**src/rtl/piso_pkg.sv**
```systemverilog
// rtl/piso_pkg.sv - shared state encoding and counter-width helper for the shift-register pair
package piso_pkg;

  localparam logic [0:0] ST_IDLE  = 1'b0;
  localparam logic [0:0] ST_SHIFT = 1'b1;

  // Bit-index width for a WIDTH-bit word; never below 1 so a 2-bit word still has a counter.
  function automatic int cnt_w(input int width);
    return (width <= 2) ? 1 : $clog2(width);
  endfunction

endpackage

```
**src/rtl/piso_tx_if.sv**
```systemverilog
// rtl/piso_tx_if.sv - valid/ready word-load handshake between producer and transmitter
interface piso_tx_if #(
  parameter int WIDTH = 8
);
  logic [WIDTH-1:0] data_in;
  logic             load_valid;
  logic             load_ready;

  modport master (output data_in, output load_valid, input load_ready);
  modport slave  (input data_in, input load_valid, output load_ready);
endinterface

```
**src/rtl/piso_tx.sv**
```systemverilog
// rtl/piso_tx.sv - parallel-in/serial-out transmitter with gapless back-to-back loads
module piso_tx
  import piso_pkg::*;
#(
  parameter int   WIDTH      = 8,
  parameter int   MSB_FIRST  = 1,
  parameter logic IDLE_LEVEL = 1'b0
) (
  input  logic                      clk,
  input  logic                      rst_n,
  piso_tx_if.slave                  load,
  input  logic                      shift_en,
  output logic                      serial_out,
  output logic                      frame,
  output logic [cnt_w(WIDTH)-1:0]   bit_cnt,
  output logic                      done
);

  localparam int CNT_W = cnt_w(WIDTH);

  logic [0:0]       state, state_nx;
  logic [WIDTH-1:0] sreg, sreg_nx;
  logic [CNT_W-1:0] cnt_nx;
  logic             frame_nx;
  logic             out_nx;
  logic             last;
  logic             accept;

  assign last   = (state == ST_SHIFT) && shift_en && (bit_cnt == CNT_W'(WIDTH - 1));
  assign load.load_ready = (state == ST_IDLE) || last;
  assign accept = load.load_valid && load.load_ready;

  // Accept takes priority over the last-bit return to idle so words run back to back.
  always_comb begin
    state_nx = state;
    sreg_nx  = sreg;
    cnt_nx   = bit_cnt;
    frame_nx = frame;
    if (accept) begin
      state_nx = ST_SHIFT;
      sreg_nx  = load.data_in;
      cnt_nx   = '0;
      frame_nx = 1'b1;
    end else if (last) begin
      state_nx = ST_IDLE;
      sreg_nx  = '0;
      cnt_nx   = '0;
      frame_nx = 1'b0;
    end else if (state == ST_SHIFT && shift_en) begin
      if (MSB_FIRST != 0) begin
        sreg_nx = {sreg[WIDTH-2:0], 1'b0};
      end else begin
        sreg_nx = {1'b0, sreg[WIDTH-1:1]};
      end
      cnt_nx = bit_cnt + 1'b1;
    end
  end

  // serial_out is computed from next-state so it is a clean register, never a data_in path.
  always_comb begin
    out_nx = IDLE_LEVEL;
    if (frame_nx) begin
      out_nx = (MSB_FIRST != 0) ? sreg_nx[WIDTH-1] : sreg_nx[0];
    end
  end

  always_ff @(posedge clk or negedge rst_n) begin
    if (!rst_n) begin
      state      <= ST_IDLE;
      sreg       <= '0;
      bit_cnt    <= '0;
      frame      <= 1'b0;
      done       <= 1'b0;
      serial_out <= IDLE_LEVEL;
    end else begin
      state      <= state_nx;
      sreg       <= sreg_nx;
      bit_cnt    <= cnt_nx;
      frame      <= frame_nx;
      done       <= last;
      serial_out <= out_nx;
    end
  end

endmodule

```
**src/flat_wrapper.sv**
```systemverilog
// flat-port wrapper written by rule: the top's interface ports become plain ports
module piso_tx_flat import piso_pkg::*;
#(
  parameter int   WIDTH      = 8,
  parameter int   MSB_FIRST  = 1,
  parameter logic IDLE_LEVEL = 1'b0
)
  (clk, rst_n, shift_en, serial_out, frame, bit_cnt, done, load_data_in, load_load_valid, load_load_ready);
  piso_tx_if #(.WIDTH(WIDTH)) load_i ();
  input  logic clk;
  input  logic rst_n;
  input  logic shift_en;
  output logic serial_out;
  output logic frame;
  output logic [cnt_w(WIDTH)-1:0] bit_cnt;
  output logic done;
  input wire logic [$bits(load_i.data_in)-1:0] load_data_in;
  input wire logic [$bits(load_i.load_valid)-1:0] load_load_valid;
  output wire logic [$bits(load_i.load_ready)-1:0] load_load_ready;
  assign load_i.data_in = load_data_in;
  assign load_i.load_valid = load_load_valid;
  assign load_load_ready = load_i.load_ready;
  piso_tx #(.WIDTH(WIDTH), .MSB_FIRST(MSB_FIRST), .IDLE_LEVEL(IDLE_LEVEL)) u_core (.clk(clk), .rst_n(rst_n), .load(load_i), .shift_en(shift_en), .serial_out(serial_out), .frame(frame), .bit_cnt(bit_cnt), .done(done));
endmodule
```
**config.mk**
```make
export PLATFORM = sky130hd
export DESIGN_NAME = piso_tx_flat
export DESIGN_NICKNAME = d
export VERILOG_FILES = /design/src/rtl/piso_pkg.sv /design/src/rtl/piso_tx_if.sv /design/src/rtl/piso_tx.sv /design/src/flat_wrapper.sv
export SDC_FILE = /design/constraint.sdc
export NUM_CORES = 1
export LEC_CHECK = 0
export BUFFER_PORTS_ARGS = -buffer_cell sky130_fd_sc_hd__clkbuf_2
export CAP_MARGIN = 25
export CORE_UTILIZATION = 48
export CTS_BUF_LIST = sky130_fd_sc_hd__clkbuf_8 sky130_fd_sc_hd__clkbuf_16
export CTS_CLUSTER_SIZE = 12
export DETAILED_ROUTE_END_ITERATION = 10
export HOLD_SLACK_MARGIN = 0.08
export PLACE_DENSITY = 0.75
export SYNTH_ARGS = -nofsm -noshare
export SYNTH_HDL_FRONTEND = slang
export SYNTH_SLANG_ARGS = --single-unit
```
**constraint.sdc**
```tcl
create_clock -name clk -period 2.4 [get_ports clk]
set_clock_uncertainty 0.15 [all_clocks]
set_input_delay 0.48 -clock clk [delete_from_list [all_inputs] [get_ports clk]]
set_output_delay 0.48 -clock clk [all_outputs]
set_load 0.01 [all_outputs]
```
==> results_dict.tcl, run 1 <==
set metrics [dict create \
    viasPerCell 5.35 \
    hold_class "primary input to register" \
    grt_util_all_layers_pct 18.9 \
    syn_inst 50 \
    ant_nets 0 \
    vdd_drop_max_uv 530 \
    layout-drive-gt1-share_pct 36.5 \
    setup_viol 0 \
    arrival_ns 1.45 \
    clk_pin_slew_ns 0.06 \
    vias 471 \
    power.total_mw 0.810 \
    fill_cells 85 \
    cts_hold_buffers 1 \
    antenna_found_initial 0 \
    critPathSlowestCell "dfrtp_1" \
    portBuffers 18 \
    initial_core_util_pct 55.3 \
    crit_path_end "load_load_ready" \
    crit_path_end_kind "output pin" \
    rrSetupSlack_ns 0.54 \
    dp_hpwl_um 828 \
    syn-num-nets 64 \
    yosys.area_share.adder_pct 3.82 \
    reg2reg_to "u_core.sreg[4]$_DFFE_PN0P_" \
    die_h_um 39.0 \
    cp_cell_sequence "ha_1 -> ha_1 -> a21boi_2 -> inv_1 -> clkbuf_2" \
    timing.critical_path.from "u_core.bit_cnt[0]$_DFFE_PN0P_" \
    wl_per_cell_um 13.2 \
    yosys_warnings 0 \
    timing.rr.start "u_core.bit_cnt[0]$_DFFE_PN0P_" \
    r2r_cells 6 \
    mostFrequentLayoutCells "18 x clkbuf_2, 15 x dfrtp_1, 6 x and2_1, 6 x a221o_1" \
    cellLeakagePower_nw 0.454 \
    h-tree-depth 1 \
    postCtsResizedCells 0 \
    wirelength_um 1160 \
    layout.cells.most_common "clkbuf_2" \
    crit_top_cell "ha_1" \
    setup_tns_ns 0 \
    die_area_um2 1520 \
    final_nets 89 \
    slew-limit-headroom_pct 61.9 \
    ys_types 20 \
    grt_first_pass_wirelength_um 1910 \
    syn2layout_area_growth_pct 25.4 \
    dp_cells 83 \
    insertion_delay_ns 0.24 \
    core_um2 1190 \
    critPathRequiredTime_ns 1.77 \
    firstDrtPassIters 4 \
    maxCapViolCount 0 \
    syn_area_per_cell_um2 13.1 \
    status "completed" \
    antenna_cells 0 \
    max_stage_delay_ns 0.40 \
    io-pin-count 19 \
    hold_violations 0 \
    setup_ws_ns 0.321 \
    grt_max_degree 16 \
    ys_seq_area_share_pct 57.3 \
    grt_pass1_vias 444 \
    yosys.area_share.xor_xnor_pct 0 \
    fmax_mhz 481 \
    die_x_um 39.0 \
    clock_path_buffers 2 \
    fp-row-count 12 \
    slew_viol_final 0 \
    cts_made_buffers 3 \
    synth_top_family_by_area "compound AO/OA/AOI/OAI gates" \
    fin_crit_sh_pct 86.6 \
    cp_max_fo 4 \
    dp_slack_ns 0.544 \
    synth_compound_area_share_pct 18.7 \
    fin_crit_ns 2.08 \
    cts_sinks 15 \
    synthMuxAreaShare_pct 3.24 \
    worstMarginPinSlew_ns 0.569 \
    drc 0 \
    final_cells 88 \
    yosys.area_share.simple_pct 14.1 \
    grt_setup_unrepaired "false" \
    hold_path.startpoint "load_data_in[0]" \
    post_cts_buffers 0 \
    drt_iter0_drc 7 \
    cp-start-kind "register" \
    grt_overflow 0 \
    gp_congestion 0.670 \
    p_per_area_nw_per_um2 986 \
    cts_tree "built" \
    critical_path_class "register to output pin" \
    synth_seq_cells 15 \
    root_buffer "clkbuf_8" \
    syn_area_um2 656 \
]
[worst min path at each step]
stage | to | slack, ns | cells past startpoint
2_1_floorplan | u_core.bit_cnt[0]$_DFFE_PN0P_ | 0.03 | 0
3_3_place_gp | u_core.state$_DFFE_PN0P_ | 0.26 | 1
3_5_place_dp | u_core.state$_DFFE_PN0P_ | 0.26 | 1
4_1_cts | u_core.sreg[7]$_DFF_PN0_ | 0.31 | 2
5_1_grt | u_core.sreg[1]$_DFFE_PN0P_ | 0.32 | 2
6_report | u_core.sreg[0]$_DFFE_PN0P_ | 0.31 | 2
[Yosys cell counts]
library cell	n	share of area, %
nand3b_1	1	1.1
buf_6	1	1.7
ha_1	2	3.8
nor2_1	1	0.57
a21o_1	2	2.3
nand2_1	1	0.57
dfrtp_1	15	57
mux2_2	1	1.7
or2_2	1	0.95
a221o_1	6	9.2
nand3_1	2	1.5
mux2i_1	1	1.5
or3b_2	1	1.3
nor2b_1	1	0.95
and2_1	6	5.7
nand4b_1	1	1.3
a21boi_2	1	1.7
a32o_1	1	1.5
inv_1	2	1.1
a22o_1	3	4.0
[registers in the layout, indices dropped and copies added (netlist names)]
register / cells
u_core.state: 1
u_core.serial_out: 1
u_core.bit_cnt: 3
u_core.sreg: 8
u_core.done: 1
u_core.frame: 1
[worst max-delay path: cells and delay by family (launching register included)]
kind,cells,cell delay [ns]
flip-flops,1,0.40
AO/OA/AOI/OAI,1,0.19
buffers and inverters,2,0.19
adder cells (fa/ha/maj),2,0.44
[logic make-up (layout without fill, tap and decap cells)]
group                    count (synthesis)  after routing
AO/OA/AOI/OAI                           13             13
flip-flops                              15             15
adder cells (fa/ha/maj)                  2              2
AND/OR/NAND/NOR                         15             15
multiplexers                             2              2
buffers and inverters                    3             27
[metal layers]
metal  vias up  routed length, um  GRT usage (%)
li1        237                  -              -
met1       217                613           27.4
met5         -                  0              0
met2        17                488           27.5
met4         0                  0           7.76
met3         0                 55           3.47
[through the flow]
stage | util, % | area, um2 | hold WS [ns]
after floorplan | - | 656 | 0.0344
after global placement | 64.7 | 767 | 0.258
after detailed placement | 64.7 | 767 | 0.259
after CTS | 69.3 | 822 | 0.313
after global routing | 69.3 | 822 | 0.318
final | 69.3 | 822 | 0.314
[area by class of cell]
class | count | area [um2] | area share [%]
repair buffers | 21 | 115 | 14.0
multi-input cells | 32 | 262 | 31.8
clock buffers | 3 | 41.3 | 5.02
well taps | 14 | 17.5 | 2.13
clock inverters | 1 | 3.75 | 0.457
flip-flops and latches | 15 | 375 | 45.7
inverters | 2 | 7.51 | 0.913
[power breakdown]
| part | internal (mW) | switching [mW] |
|---|---|---|
| Combinational | 0.128 | 0.102 |
| Clock | 0.113 | 0.0838 |
| Sequential | 0.334 | 0.0496 |
| Total | 0.575 | 0.236 |
Power figures use the tool's default switching activity.
==> run 2: changes to the inputs <==
--- a/config.mk
+++ b/config.mk
@@ -13,6 +13,7 @@
 export DETAILED_ROUTE_END_ITERATION = 10
 export HOLD_SLACK_MARGIN = 0.08
 export PLACE_DENSITY = 0.75
+export REMOVE_ABC_BUFFERS = 1
 export SYNTH_ARGS = -nofsm -noshare
 export SYNTH_HDL_FRONTEND = slang
 export SYNTH_SLANG_ARGS = --single-unit
==> constraint.sdc (replaced) <==
create_clock -name clk -period 2.4 [get_ports clk]
set_clock_uncertainty 0.15 [all_clocks]
set_input_delay 0.48 -clock clk [delete_from_list [all_inputs] [get_ports clk]]
set_output_delay 0.48 -clock clk [all_outputs]
set_load 0.1 [all_outputs]
==> run 2 against run 1 <==
  * Worst hold slack worse by 0.0065 ns
  * Die area is the same
  * Cell area is 0.76% lower
  * Setup slack worse by 0.13 ns
  * Critical path depth stayed put
  * Combinational power increased by 120%
  * Clock power rose by 2%
  * Power is 34% higher
  * Sequential cell count stayed put
  * First-iteration DRC count up 29%
  * Global-route usage up 3.1 points
  * Non-clock buffer count down 1
==> results_dict.tcl, run 2 (synthesized netlist as in run 1, its figures left out) <==
set metrics [dict create \
    status "completed" \
    layout-drive-gt1-share_pct 37.0 \
    drt_iter0_drc 9 \
    grt_pass1_vias 462 \
    fin_crit_ns 2.21 \
    viasPerCell 5.55 \
    maxCapViolCount 0 \
    cts_tree "built" \
    grt_util_all_layers_pct 22.0 \
    slew_viol_final 0 \
    r2r_cells 6 \
    hold_violations 0 \
    die_x_um 39.0 \
    fill_cells 86 \
    crit_top_cell "ha_1" \
    critPathRequiredTime_ns 1.77 \
    max_stage_delay_ns 0.40 \
    gp_congestion 0.675 \
    top_regs "u_core.sreg (8), u_core.bit_cnt (3)" \
    timing.rr.start "u_core.bit_cnt[0]$_DFFE_PN0P_" \
    die_area_um2 1520 \
    gr-usage-met3_pct 11.0 \
    layout.cells.most_common "clkbuf_2" \
    critical_path_class "register to output pin" \
    dp_hpwl_um 866 \
    crit_path_end_kind "output pin" \
    cp_cell_sequence "ha_1 -> ha_1 -> a21boi_2 -> inv_1 -> buf_2" \
    fin_crit_sh_pct 92.2 \
    regMostFlops "u_core.sreg" \
    cts_made_buffers 3 \
    setup_viol 0 \
    antenna_found_initial 0 \
    multi_input_area_um2 262 \
    die_h_um 39.0 \
    insertion_delay_ns 0.25 \
    wl_per_cell_um 14.2 \
    grt_use_met1_pct 29.1 \
    p_per_area_nw_per_um2 1330 \
    cellLeakagePower_nw 0.448 \
    cp_max_fo 4 \
    vias 483 \
    ant_nets 0 \
    wirelength_um 1240 \
    drc 0 \
    syn2layout_area_growth_pct 24.4 \
    mostFrequentLayoutCells "17 x clkbuf_2, 15 x dfrtp_1, 6 x and2_1, 6 x a221o_1" \
    arrival_ns 1.58 \
    cts_sinks 15 \
    use_met2_pct 29.6 \
    fin_util_pct 68.8 \
    grt_first_pass_wirelength_um 2100 \
    timing.critical_path.from "u_core.bit_cnt[0]$_DFFE_PN0P_" \
    path_buf_inv 2 \
    clk_pin_slew_ns 0.06 \
    firstDrtPassIters 3 \
    largest_reg_flops 8 \
    io-pin-count 19 \
    reg2reg_to "u_core.sreg[2]$_DFFE_PN0P_" \
    critPathSlowestCell "dfrtp_1" \
    critical_path.top_delay_family "adder cells" \
    portBuffers 18 \
    path_depth 5 \
    core_um2 1190 \
    h-tree-depth 1 \
    regArea_um2 375 \
    fmax_mhz 452 \
    initial_core_util_pct 55.3 \
    crit_path_end "load_load_ready" \
    root_buffer "clkbuf_8" \
    fp-row-count 12 \
    grt_max_degree 16 \
    worstMarginPinSlew_ns 0.681 \
    rrSetupSlack_ns 0.55 \
    antenna_cells 0 \
    grt_setup_unrepaired "false" \
    vdd_drop_max_uv 839 \
    top_usage_layer "met2" \
    hold_class "primary input to register" \
    clock_path_buffers 2 \
    setup_tns_ns 0 \
    grt_overflow 0 \
    hold_slack_ns 0.308 \
    slew-limit-headroom_pct 53.3 \
    cp-start-kind "register" \
    final_nets 88 \
]
==> run 2: per-stage QoR <==
| step | setup slack, ns | power, mW | instances | cell area, um2 |
|---|---|---|---|---|
| floorplan | -0.299 | 0.791 | 49 | 644 |
| global placement | 0.399 | 0.879 | 82 | 759 |
| detailed placement | 0.369 | 0.887 | 82 | 759 |
| CTS | 0.0957 | 1.10 | 87 | 816 |
| global route | 0.0775 | 1.14 | 87 | 816 |
| finish | 0.187 | 1.08 | 87 | 816 |
==> run 2: power breakdown <==
| part | total (mW) | internal, mW | switching [mW] |
|---|---|---|---|
| Clock | 0.201 | 0.115 | 0.0865 |
| Sequential | 0.382 | 0.334 | 0.0482 |
| Combinational | 0.500 | 0.126 | 0.374 |
| Total | 1.08 | 0.575 | 0.509 |
==> run 2: worst min path at each step <==
stage,start,to,slack [ns],depth (start not counted)
finish,load_data_in[7],u_core.sreg[7]$_DFF_PN0_,0.31,2
global route,load_data_in[7],u_core.sreg[7]$_DFF_PN0_,0.30,2
CTS,load_data_in[7],u_core.sreg[7]$_DFF_PN0_,0.30,2
detailed placement,rst_n,u_core.state$_DFFE_PN0P_,0.26,1
global placement,rst_n,u_core.sreg[7]$_DFF_PN0_,0.26,1
floorplan,rst_n,u_core.bit_cnt[0]$_DFFE_PN0P_,0.03,0
==> run 2: area by class of cell <==
class | count | area share (%)
clock inverters | 1 | 0.613
inverters | 2 | 0.920
multi-input cells | 32 | 32.1
well taps | 14 | 2.15
flip-flops and latches | 15 | 46.0
repair buffers | 20 | 13.2
clock buffers | 3 | 5.06
==> run 2: timing repair <==
action                                  in CTS  in global routing
buffers inserted                             0                  0
hold buffers                                 1                  0
hold endpoints to repair                    15                  0
resized for setup                            0                  1
endpoints found under the setup margin       0                  1
==> run 2: routing by layer <==
metal  vias up  wire [um]
met5         -          0
met4         0          0
met3         0         62
met2        14        565
met1       233        608
li1        236          -
